File: config.mk
export PLATFORM = sky130hd
export DESIGN_NAME = jtframe_dump_trig
export DESIGN_NICKNAME = d
export VERILOG_FILES = /design/src/rtl/jtframe_dump_trig_pkg.sv /design/src/rtl/jtframe_dump_trig_edge.sv /design/src/rtl/jtframe_dump_trig.sv
export SDC_FILE = /design/constraint.sdc
export NUM_CORES = 1
export LEC_CHECK = 0
export CORE_ASPECT_RATIO = 0.5
export CORE_MARGIN = 3
export CORE_UTILIZATION = 40
export CTS_CLUSTER_SIZE = 12
export DETAILED_ROUTE_END_ITERATION = 10
export HOLD_SLACK_MARGIN = 0.15
export PLACE_DENSITY = 0.59
export SKIP_LAST_GASP = 1
export SLEW_MARGIN = 20
export SYNTH_ARGS = -nofsm -noshare
export SYNTH_HDL_FRONTEND = slang
export SYNTH_SLANG_ARGS = --single-unit
export TNS_END_PERCENT = 20
File: constraint.sdc
create_clock -name clk -period 7.4 [get_ports clk]
set_clock_uncertainty 0.15 [all_clocks]
set_input_delay 1.48 -clock clk [delete_from_list [all_inputs] [get_ports clk]]
set_output_delay 1.48 -clock clk [all_outputs]
set_load 0.005 [all_outputs]
File: src/rtl/jtframe_dump_trig_pkg.sv
// Shared types and default widths for the frame dump trigger.
// No logic; state encoding matches the st output values.
// Imported by the top-level trigger.
package jtframe_dump_pkg;

  localparam int DEF_CW = 32;
  localparam int DEF_LW = 16;

  typedef enum logic [1:0] {
    WAIT_DL = 2'd0,
    ARMED   = 2'd1,
    CAPTURE = 2'd2,
    DONE    = 2'd3
  } dump_st_t;

endpackage

File: src/rtl/jtframe_dump_trig_edge.sv
// Falling-edge detector for a clk-synchronous strobe (VS, HS, LVBL...).
// Latency: fall is combinational from the live input and a one-cycle delayed copy.
// Reset value of the delayed copy is high, so a low input right after reset reads as an edge.
module jtframe_edge_fall (
  input  logic clk,
  input  logic rst_n,
  input  logic sig,
  output logic fall
);

  logic sig_l;

  // delayed copy of the input for edge comparison
  always_ff @(posedge clk) begin
    if (!rst_n) sig_l <= 1'b1;
    else        sig_l <= sig;
  end

  assign fall = sig_l & ~sig;

endmodule

File: src/rtl/jtframe_dump_trig.sv
// Frame counter and capture-window generator for dump/debug gating.
// Latency: every output is registered; reactions appear the cycle after the VS fall.
// No backpressure: downloading aborts any state and holds the frame count at zero.
module jtframe_dump_trig
  import jtframe_dump_pkg::*;
#(
  parameter int CW = DEF_CW,
  parameter int LW = DEF_LW
) (
  input  logic          clk,
  input  logic          rst_n,
  input  logic          vs,
  input  logic          downloading,
  input  logic [CW-1:0] start_frame,
  input  logic [LW-1:0] dump_len,
  input  logic          rearm,
  output logic [CW-1:0] frame_cnt,
  output logic          dump_en,
  output logic          dump_start,
  output logic          dump_stop,
  output logic [1:0]    st
);

  logic fall;

  dump_st_t      st_q,       st_nx;
  logic          en_nx,      start_nx,  stop_nx;
  logic [LW-1:0] len_cnt,    len_cnt_nx;
  logic [CW-1:0] start_lat,  start_lat_nx;
  logic [LW-1:0] len_lat,    len_lat_nx;
  logic [LW-1:0] len_inc;

  jtframe_edge_fall u_vs_fall (
    .clk   (clk),
    .rst_n (rst_n),
    .sig   (vs),
    .fall  (fall)
  );

  // frame counter: held at zero during download, wraps naturally
  always_ff @(posedge clk) begin
    if (!rst_n)           frame_cnt <= '0;
    else if (downloading) frame_cnt <= '0;
    else if (fall)        frame_cnt <= frame_cnt + CW'(1);
  end

  assign len_inc = len_cnt + LW'(1);

  // next-state and next-output decisions; abort by download overrides everything
  always_comb begin
    st_nx        = st_q;
    en_nx        = dump_en;
    start_nx     = 1'b0;
    stop_nx      = 1'b0;
    len_cnt_nx   = len_cnt;
    start_lat_nx = start_lat;
    len_lat_nx   = len_lat;
    if (downloading) begin
      st_nx = WAIT_DL;
      en_nx = 1'b0;
      if (st_q == CAPTURE) stop_nx = 1'b1;
    end else begin
      case (st_q)
        WAIT_DL: begin
          st_nx        = ARMED;
          start_lat_nx = start_frame;
          len_lat_nx   = dump_len;
        end
        ARMED: begin
          if (fall && frame_cnt == start_lat) begin
            st_nx      = CAPTURE;
            en_nx      = 1'b1;
            start_nx   = 1'b1;
            len_cnt_nx = '0;
          end
        end
        CAPTURE: begin
          if (fall) begin
            // saturate so an unbounded capture never wraps the length count
            if (len_cnt != '1) len_cnt_nx = len_inc;
            if (len_lat != '0 && len_inc == len_lat) begin
              st_nx   = DONE;
              en_nx   = 1'b0;
              stop_nx = 1'b1;
            end
          end
        end
        DONE: begin
          en_nx = 1'b0;
          // rearm takes priority over a coincident fall; that frame cannot trigger
          if (rearm) begin
            st_nx        = ARMED;
            start_lat_nx = start_frame;
            len_lat_nx   = dump_len;
          end
        end
        default: st_nx = WAIT_DL;
      endcase
    end
  end

  // state and registered outputs
  always_ff @(posedge clk) begin
    if (!rst_n) begin
      st_q       <= WAIT_DL;
      dump_en    <= 1'b0;
      dump_start <= 1'b0;
      dump_stop  <= 1'b0;
      len_cnt    <= '0;
      start_lat  <= '0;
      len_lat    <= '0;
    end else begin
      st_q       <= st_nx;
      dump_en    <= en_nx;
      dump_start <= start_nx;
      dump_stop  <= stop_nx;
      len_cnt    <= len_cnt_nx;
      start_lat  <= start_lat_nx;
      len_lat    <= len_lat_nx;
    end
  end

  assign st = st_q;

endmodule

==> results of run 1 <==
[through the flow]
| step | hold slack, ns | area (sq um) | total power (uW) | util |
|---|---|---|---|---|
| floorplan | 0.295 | 5370 | 690 | - |
| global placement | 0.305 | 6340 | 751 | 0.492 |
| detailed placement | 0.311 | 6340 | 753 | 0.492 |
| CTS | 0.320 | 6630 | 1220 | 0.514 |
| global route | 0.353 | 6630 | 1260 | 0.514 |
| finish | 0.319 | 6630 | 1200 | 0.514 |
[synth_stat cells (3+ instances only)]
| cell | instances |
|---|---|
| a21boi_0 | 48 |
| a21oi_1 | 14 |
| and2_1 | 3 |
| and3_1 | 6 |
| and4_1 | 3 |
| buf_1 | 3 |
| buf_2 | 10 |
| clkbuf_1 | 24 |
| dfxtp_1 | 102 |
| ha_1 | 6 |
| inv_1 | 15 |
| mux2i_1 | 4 |
| nand2_1 | 130 |
| nand2b_1 | 5 |
| nand3_1 | 24 |
| nand3b_1 | 3 |
| nand4_1 | 21 |
| nor2_1 | 48 |
| nor2b_1 | 4 |
| nor3_1 | 11 |
| nor4_1 | 13 |
| nor4_2 | 4 |
| o211ai_1 | 4 |
| o21ai_1 | 7 |
| o22ai_2 | 6 |
| or3_1 | 4 |
| xnor2_1 | 36 |
| xor2_1 | 46 |
[routing by layer]
metal	wire length (microns)	vias to the layer above
met4	109	0
li1	-	2329
met3	473	10
met1	6700	2165
met2	6230	73
met5	0	-
[registers in the layout (all words and copies together) (netlist names)]
register / flops
dump_en: 1
dump_start: 1
start_lat: 32
st: 2
frame_cnt: 32
dump_stop: 1
len_lat: 16
len_cnt: 16
u_vs_fall.sig_l: 1
[path summary, 6_finish.rpt]
path | from | endpoint | depth (start not counted)
setup / recovery | vs | len_cnt[10] | 7
hold / removal | dump_en | dump_en | 2
setup reg to reg | frame_cnt[9] | len_cnt[10] | 7
hold reg to reg | dump_en | dump_en | 2
[logic make-up after synthesis]
family / count (synthesis) / share of synthesized area
muxes: 4 / 0.00746
buffers and inverters: 53 / 0.0408
and+or+nand+nor: 293 / 0.272
adders and majority gates: 6 / 0.0140
DFF: 102 / 0.381
xor gates and xnor gates: 82 / 0.134
AOI/OAI and AO/OA: 103 / 0.151
[layout make-up]
cell class / instances / area [sq um]
fill: 1237 / 6250
timing repair buffer: 93 / 916
sequential: 102 / 2040
inverter: 15 / 56.3
multi-input combinational: 488 / 3110
tap: 170 / 213
clock inverter: 6 / 57.6
clock buffer: 10 / 229
[power by group]
part / switching [uW] / internal, uW
Clock: 227 / 238
Combinational: 78.0 / 71.7
Sequential: 19.4 / 570
[tightest hold or removal path, cell delays in order, from the launching register on]
cell and delay [ns]:
dfxtp_1 0.32, nand2_1 0.06, o21ai_1 0.05
==> flow_summary.json, run 1 <==
{
  "p_leak_uw": 0.00239,
  "drv_cap": 0,
  "synth-main-ff-cell": "dfxtp_1",
  "layout.cells.most_common_list": "129 x nand2_1, 102 x dfxtp_1, 88 x clkdlybuf4s50_1, 48 x a21boi_0, 48 x nor2_1",
  "synth_area_leaders": "dfxtp_1 38%, nand2_1 9.1%, xor2_1 7.5%",
  "maxSlewHeadroom": 0.483,
  "rsz0062_at_grt": "false",
  "yosysTopAreaCellShare": 0.381,
  "vdd_drop_max_v": 0.000102,
  "cts_tree": "yes",
  "cts_root_buffer": "clkbuf_16",
  "clockBufferDepth": 2,
  "tns_ns": 0,
  "synthesis.area_sq_um": 5370,
  "fp-row-count": 29,
  "ant_nets": 0,
  "clk_pin_slew_ns": 0.07,
  "grtUsageMet2": 0.304,
  "synthesis.nets": 702,
  "mostFrequentLayoutCell": "nand2_1",
  "syn_inst": 643,
  "maxClockFrequency_mhz": 250,
  "syn_avg_cell_area_sq_um": 8.35,
  "clk_latency_ns": 0.35,
  "cts_made_buffers": 9,
  "postCtsSetupRepairBufs": 0,
  "antennaDiodeCount": 0,
  "worst-r2r-setup-slack_ns": 4.27,
  "fin_cells": 884,
  "ys_async_sr_fraction": 0,
  "grt_use_met1": 0.249,
  "drive_gt1_frac": 0.0658,
  "grt_pass1_wl_microns": 21700,
  "overflow": 0,
  "critPathSlowestCell": "nor2b_1",
  "pre_cts_ws_ns": 3.01,
  "startpoint_type": "input port",
  "routedWlPerCell_microns": 15.3,
  "io_pins": 90,
  "hold_viol_final": 0,
  "gp_congestion": 0.897,
  "grt_pass1_vias": 4265,
  "fin_ws_ns": 3.40,
  "coreArea_sq_um": 12900,
  "crit_buf_inv": 1,
  "tightest_slew_ns": 0.775,
  "arrival_ns": 4.08,
  "yosysWarnings": 0,
  "drtPass1Iterations": 4,
  "placed_cells": 868,
  "p_per_area_nw_per_um2": 182,
  "path_max_fanout": 15,
  "grt_busiest_layer": "met2",
  "grtUsageTotal": 0.182,
  "numPortBuffers": 89,
  "post-route-drc-count": 0,
  "drtIter0Drc": 288,
  "nNetsFinal": 768,
  "path_cells": "clkdlybuf4s50_1 -> nor2b_1 -> nand2_1 -> o41ai_4 -> nand3_2 -> o21ba_1 -> o22ai_2",
  "hold_buffers": 0,
  "hold_class": "reg2reg",
  "synth_top_area_cell": "dfxtp_1",
  "synth-seq-cells": 102,
  "cp-end-kind": "register",
  "gr-usage-met3": 0.0392,
  "routed_wl_microns": 13500,
  "htreeDepth": 3,
  "slowest_delay_ns": 0.59,
  "die_w_microns": 170,
  "area_growth_pct": 23.5,
  "slew_viol_final": 0,
  "synth.distinct_cells": 59,
  "crit_required_ns": 7.48,
  "ys_seq_area_frac": 0.381,
  "die-area_sq_um": 14900,
  "cts_resized": 0,
  "initial_utilization": 0.417,
  "worstSetupPathType": "in2reg",
  "grt_max_degree": 82,
  "setup_viol": 0,
  "dr_total_vias": 4577,
  "status": "finished clean",
  "antenna_found_initial": 0,
  "die_h_microns": 87.9,
  "place_hpwl_microns": 9810,
  "cts.sinks": 102,
  "vias_per_cell": 5.18,
  "crit_family": "simple AND/OR/NAND/NOR gates",
  "finalCriticalPeriod_ns": 4.00,
  "fin_crit_sh": 0.540,
  "synth_edf_count": 0
}
(Power assumes the default switching activity.)
==> inputs of run 2 (changes only) <==
==> constraint.sdc (replaced) <==
create_clock -name clk -period 3.7 [get_ports clk]
set_clock_uncertainty 0.15 [all_clocks]
set_input_delay 0.74 -clock clk [delete_from_list [all_inputs] [get_ports clk]]
set_output_delay 0.74 -clock clk [all_outputs]
set_load 0.005 [all_outputs]
==> run 2 against run 1 <==
First-iteration DRC count shrank 12%. Flip-flop and latch count is the same. Largest power group unchanged. Power grew 100%. Via count shrank 0.39%. Combinational power grew 100%. Clock power grew 100%. Global-route usage grew 0.42 points. Non-clock buffer count grew 7. Sequential share of layout area shrank 0.25 points. Critical path type is now reg2reg. Worst setup slack lost 2.7 ns. Register-to-register slack lost 3.6 ns. Sequential power grew 100%.
==> flow_summary.json, run 2 (same netlist as run 1, synthesis figures left out) <==
{
  "initial_utilization": 0.417,
  "p_per_area_nw_per_um2": 363,
  "drv_cap": 0,
  "cts_resized": 0,
  "largest_registers": "frame_cnt: 32 flops, start_lat: 32 flops",
  "grtUsageTotal": 0.186,
  "total_power_uw": 2430,
  "die-area_sq_um": 14900,
  "postCtsSetupRepairBufs": 0,
  "nNetsFinal": 775,
  "maxClockFrequency_mhz": 329,
  "htreeDepth": 3,
  "regArea_sq_um": 2040,
  "drive_gt1_frac": 0.0735,
  "ant_nets": 0,
  "cts_made_buffers": 9,
  "cts_tree": "yes",
  "crit_required_ns": 3.78,
  "clockBufferDepth": 2,
  "grt_max_degree": 45,
  "mostFrequentLayoutCell": "nand2_1",
  "die_w_microns": 170,
  "post-route-drc-count": 0,
  "hold_class": "reg2reg",
  "p_int_uw": 1760,
  "clkPwrFrac": 0.390,
  "tightest_slew_ns": 0.688,
  "rsz0062_at_grt": "false",
  "status": "finished clean",
  "worstSetupPathType": "reg2reg",
  "path_max_fanout": 15,
  "area_growth_pct": 24.5,
  "switchingPower_uw": 663,
  "power.share.switching": 0.273,
  "drtPass1Iterations": 4,
  "grt_pass1_vias": 4357,
  "antenna_found_initial": 0,
  "multi_input_area_sq_um": 3110,
  "place_hpwl_microns": 10100,
  "hold_buffers": 0,
  "cp-end-kind": "register",
  "routed_wl_microns": 13700,
  "fillCellCount": 1254,
  "startpoint_type": "register",
  "clk_latency_ns": 0.35,
  "routedWlPerCell_microns": 15.3,
  "gp_congestion": 0.863,
  "coreArea_sq_um": 12900,
  "worst-r2r-setup-slack_ns": 0.66,
  "numPortBuffers": 89,
  "fp-row-count": 29,
  "hold_viol_final": 0,
  "power_frac_comb": 0.125,
  "arrival_ns": 3.12,
  "overflow": 0,
  "drtIter0Drc": 253,
  "p_leak_uw": 0.00242,
  "io_pins": 90,
  "grt_pass1_wl_microns": 22300,
  "slew_viol_final": 0,
  "share_seq_of_total_power": 0.485,
  "fin_crit_sh": 0.821,
  "cts_root_buffer": "clkbuf_16",
  "dr_total_vias": 4559,
  "clk_pin_slew_ns": 0.08,
  "layout.cells.most_common_list": "130 x nand2_1, 102 x dfxtp_1, 88 x clkdlybuf4s50_1, 48 x a21boi_0, 48 x nor2_1",
  "vias_per_cell": 5.12,
  "setup_viol": 0,
  "finalCriticalPeriod_ns": 3.04,
  "maxSlewHeadroom": 0.541,
  "vdd_drop_max_v": 0.000199,
  "tns_ns": 0,
  "antennaDiodeCount": 0,
  "die_h_microns": 87.9,
  "cts.sinks": 102
}
[run 2: layer usage]
layer | global-route usage | vias up | part of all wire
met5 | 0 | - | 0
met4 | 0.0334 | 0 | 0.0045
met3 | 0.0473 | 4 | 0.037
met2 | 0.309 | 73 | 0.47
met1 | 0.251 | 2139 | 0.49
li1 | - | 2343 | -
[run 2: worst paths after layout]
kind              depth (start not counted)     startpoint            end
setup / recovery                          7  frame_cnt[22]    len_cnt[10]
hold / removal                            2  start_lat[14]  start_lat[14]
setup reg to reg                          7  frame_cnt[22]    len_cnt[10]
hold reg to reg                           2  start_lat[14]  start_lat[14]
[run 2: cell type report]
class / count / area share
Clock buffer: 10 / 0.0343
Clock inverter: 6 / 0.00936
Timing Repair Buffer: 100 / 0.145
Sequential cell: 102 / 0.306
Multi-Input combinational cell: 488 / 0.466
Inverter: 15 / 0.00843
Tap cell: 170 / 0.0318
[run 2: worst max-delay path, stage by stage, from the launching register on]
cell and delay [ns]:
dfxtp_1 0.36, xor2_1 0.18, nor4_1 0.52, nand4_1 0.28
o41ai_4 0.56, nand3_2 0.41, o21ba_1 0.36, o22ai_2 0.08
[run 2: stage by stage]
stage / cell area, sq um / std cells / util / hold slack (ns) / worst slack [ns]
after global placement: 6390 / 875 / 0.496 / 0.307 / 0.401
after CTS: 6680 / 891 / 0.519 / 0.331 / 0.680
after detailed placement: 6390 / 875 / 0.496 / 0.319 / 0.330
final: 6680 / 891 / 0.519 / 0.327 / 0.664
after global routing: 6680 / 891 / 0.519 / 0.351 / 0.505
after floorplan: 5370 / 643 / - / 0.295 / 1.16
[run 2: power by group through the flow]
stage	Sequential (uW)	Combinational, uW	Clock (uW)
2_1_floorplan	1190	187	0
3_3_place_gp	1200	305	0
3_5_place_dp	1200	306	0
4_1_cts	1180	307	971
5_1_grt	1180	337	1010
6_report	1180	304	946
==> inputs of run 3 (changes only) <==
--- a/config.mk
+++ b/config.mk
@@ -11,7 +11,7 @@
 export CTS_CLUSTER_SIZE = 12
 export DETAILED_ROUTE_END_ITERATION = 10
 export HOLD_SLACK_MARGIN = 0.15
-export PLACE_DENSITY = 0.59
+export PLACE_DENSITY = 0.61
 export SKIP_LAST_GASP = 1
 export SLEW_MARGIN = 20
 export SYNTH_ARGS = -nofsm -noshare
==> constraint.sdc (replaced) <==
create_clock -name clk -period 2.7 [get_ports clk]
set_clock_uncertainty 0.15 [all_clocks]
set_input_delay 0.54 -clock clk [delete_from_list [all_inputs] [get_ports clk]]
set_output_delay 0.54 -clock clk [all_outputs]
set_load 0.005 [all_outputs]
==> run 3 against run 2 <==
Worst setup slack got worse by 0.56 ns. Non-clock buffer count is 40 higher. Via count rose by 3.8%. Die area is the same. Highest routed layer unchanged.
==> flow_summary.json, run 3 (same netlist as run 1, synthesis figures left out) <==
{
  "mostFrequentLayoutCell": "nand2_1",
  "gp_congestion": 0.884,
  "crit_required_ns": 2.83,
  "initial_utilization": 0.417,
  "drtIter0Drc": 251,
  "ant_nets": 0,
  "cts_root_buffer": "clkbuf_16",
  "pre_cts_ws_ns": -0.0861,
  "arrival_ns": 2.72,
  "dr_total_vias": 4730,
  "rsz0062_at_grt": "true",
  "numPortBuffers": 89,
  "routed_wl_microns": 13800,
  "status": "finished clean",
  "drive_gt1_frac": 0.125,
  "die-area_sq_um": 14900,
  "drv_cap": 0,
  "io_pins": 90,
  "htreeDepth": 3,
  "grt_max_degree": 35,
  "vias_per_cell": 5.09,
  "p_leak_uw": 0.00263,
  "multi_input_area_sq_um": 3120,
  "p_per_area_nw_per_um2": 471,
  "hp-start": "dump_en",
  "top_layer": "met4",
  "fin_ws_ns": 0.104,
  "holdPathStages": 2,
  "grtUsageTotal": 0.190,
  "antennaDiodeCount": 0,
  "cp-end-kind": "register",
  "cts.sinks": 102,
  "cts_made_buffers": 9,
  "antenna_found_initial": 0,
  "r2r_cells": 8,
  "die_h_microns": 87.9,
  "regArea_sq_um": 2040,
  "maxSlewHeadroom": 0.745,
  "path_max_fanout": 9,
  "r2r_end": "dump_stop",
  "setup_viol": 0,
  "overflow": 0,
  "cts_tree": "yes",
  "clk_latency_ns": 0.35,
  "grt_pass1_wl_microns": 22800,
  "hold_class": "reg2reg",
  "clk_pin_slew_ns": 0.07,
  "hold_end": "dump_en",
  "hold_buffers": 0,
  "drt-met1-wl_microns": 6880,
  "grt_pass1_vias": 4542,
  "vdd_drop_max_v": 0.000288,
  "fin_crit_sh": 0.962,
  "startpoint_type": "register",
  "layout.cells.most_common_list": "130 x nand2_1, 102 x dfxtp_1, 88 x clkdlybuf4s50_1, 50 x buf_4",
  "fillCellCount": 1225,
  "largest_registers": "frame_cnt: 32 flops, start_lat: 32 flops",
  "die_w_microns": 170,
  "clockBufferDepth": 2,
  "post-route-drc-count": 0,
  "fp-row-count": 29,
  "place_hpwl_microns": 10400,
  "worstSetupPathType": "reg2reg",
  "coreArea_sq_um": 12900,
  "slew_viol_final": 0,
  "hold_viol_final": 0,
  "wl_met3_microns": 396,
  "total_power_uw": 3290,
  "crit_path_start": "len_cnt[3]",
  "tightest_slew_ns": 0.379,
  "area_growth_pct": 30.3,
  "routedWlPerCell_microns": 14.8,
  "drtPass1Iterations": 4,
  "worst-r2r-setup-slack_ns": 0.10,
  "met2_length_microns": 6340,
  "nNetsFinal": 815,
  "maxClockFrequency_mhz": 385,
  "finalCriticalPeriod_ns": 2.60,
  "timing.rr.start": "len_cnt[3]"
}
-- run 3: report_power, final --
part,internal [uW],switching [uW]
registers,1560,49.9
logic,213,218
clock network,639,612
total,2410,879
-- run 3: metal layers --
metal,GRT usage,vias to the layer above
li1,-,2429
met1,0.257,2218
met2,0.316,67
met3,0.0383,16
met4,0.0445,0
met5,0,-
-- run 3: metrics by stage --
stage | TNS, ns | utilization | hold WS (ns) | instance area, sq um | cells
after floorplan | 0 | - | 0.295 | 5370 | 643
after global placement | -0.193 | 0.519 | 0.312 | 6690 | 913
after detailed placement | -0.448 | 0.519 | 0.320 | 6690 | 913
after CTS | 0 | 0.541 | 0.331 | 6970 | 928
after global routing | -0.169 | 0.543 | 0.344 | 6990 | 930
final | 0 | 0.543 | 0.323 | 6990 | 930
-- run 3: worst max-delay path by stage --
stage | to | slack, ns | cells past startpoint
3_3_place_gp | len_cnt[7] | -0.05 | 9
5_1_grt | st[0] | -0.08 | 9
2_1_floorplan | st[0] | 0.32 | 9
3_5_place_dp | len_cnt[5] | -0.09 | 9
4_1_cts | len_cnt[5] | 0.06 | 9
6_report | dump_stop | 0.10 | 8
-- run 3: repair_timing --
action / 4_1_cts / 5_1_grt
buffers inserted: 0 / 2
resized for setup: 0 / 2
setup endpoints to repair: 0 / 11
-- run 3: cell type report --
class                   count  share of cell area
inverters                  15             0.00805
clock buffers               9              0.0322
flip-flops and latches    102               0.292
repair buffers            140               0.183
multi-input cells         488               0.447
clock inverters             6             0.00769
well taps                 170              0.0304
-- run 3: critical path, stage by stage, from the launching register on --
cell and delay, ns:
dfxtp_1 0.50, nand4_1 0.32, nor4_1 0.38, xnor2_1 0.12, a2111oi_2 0.30, nand4_1 0.28, buf_4 0.22, buf_4 0.12
a21oi_1 0.14
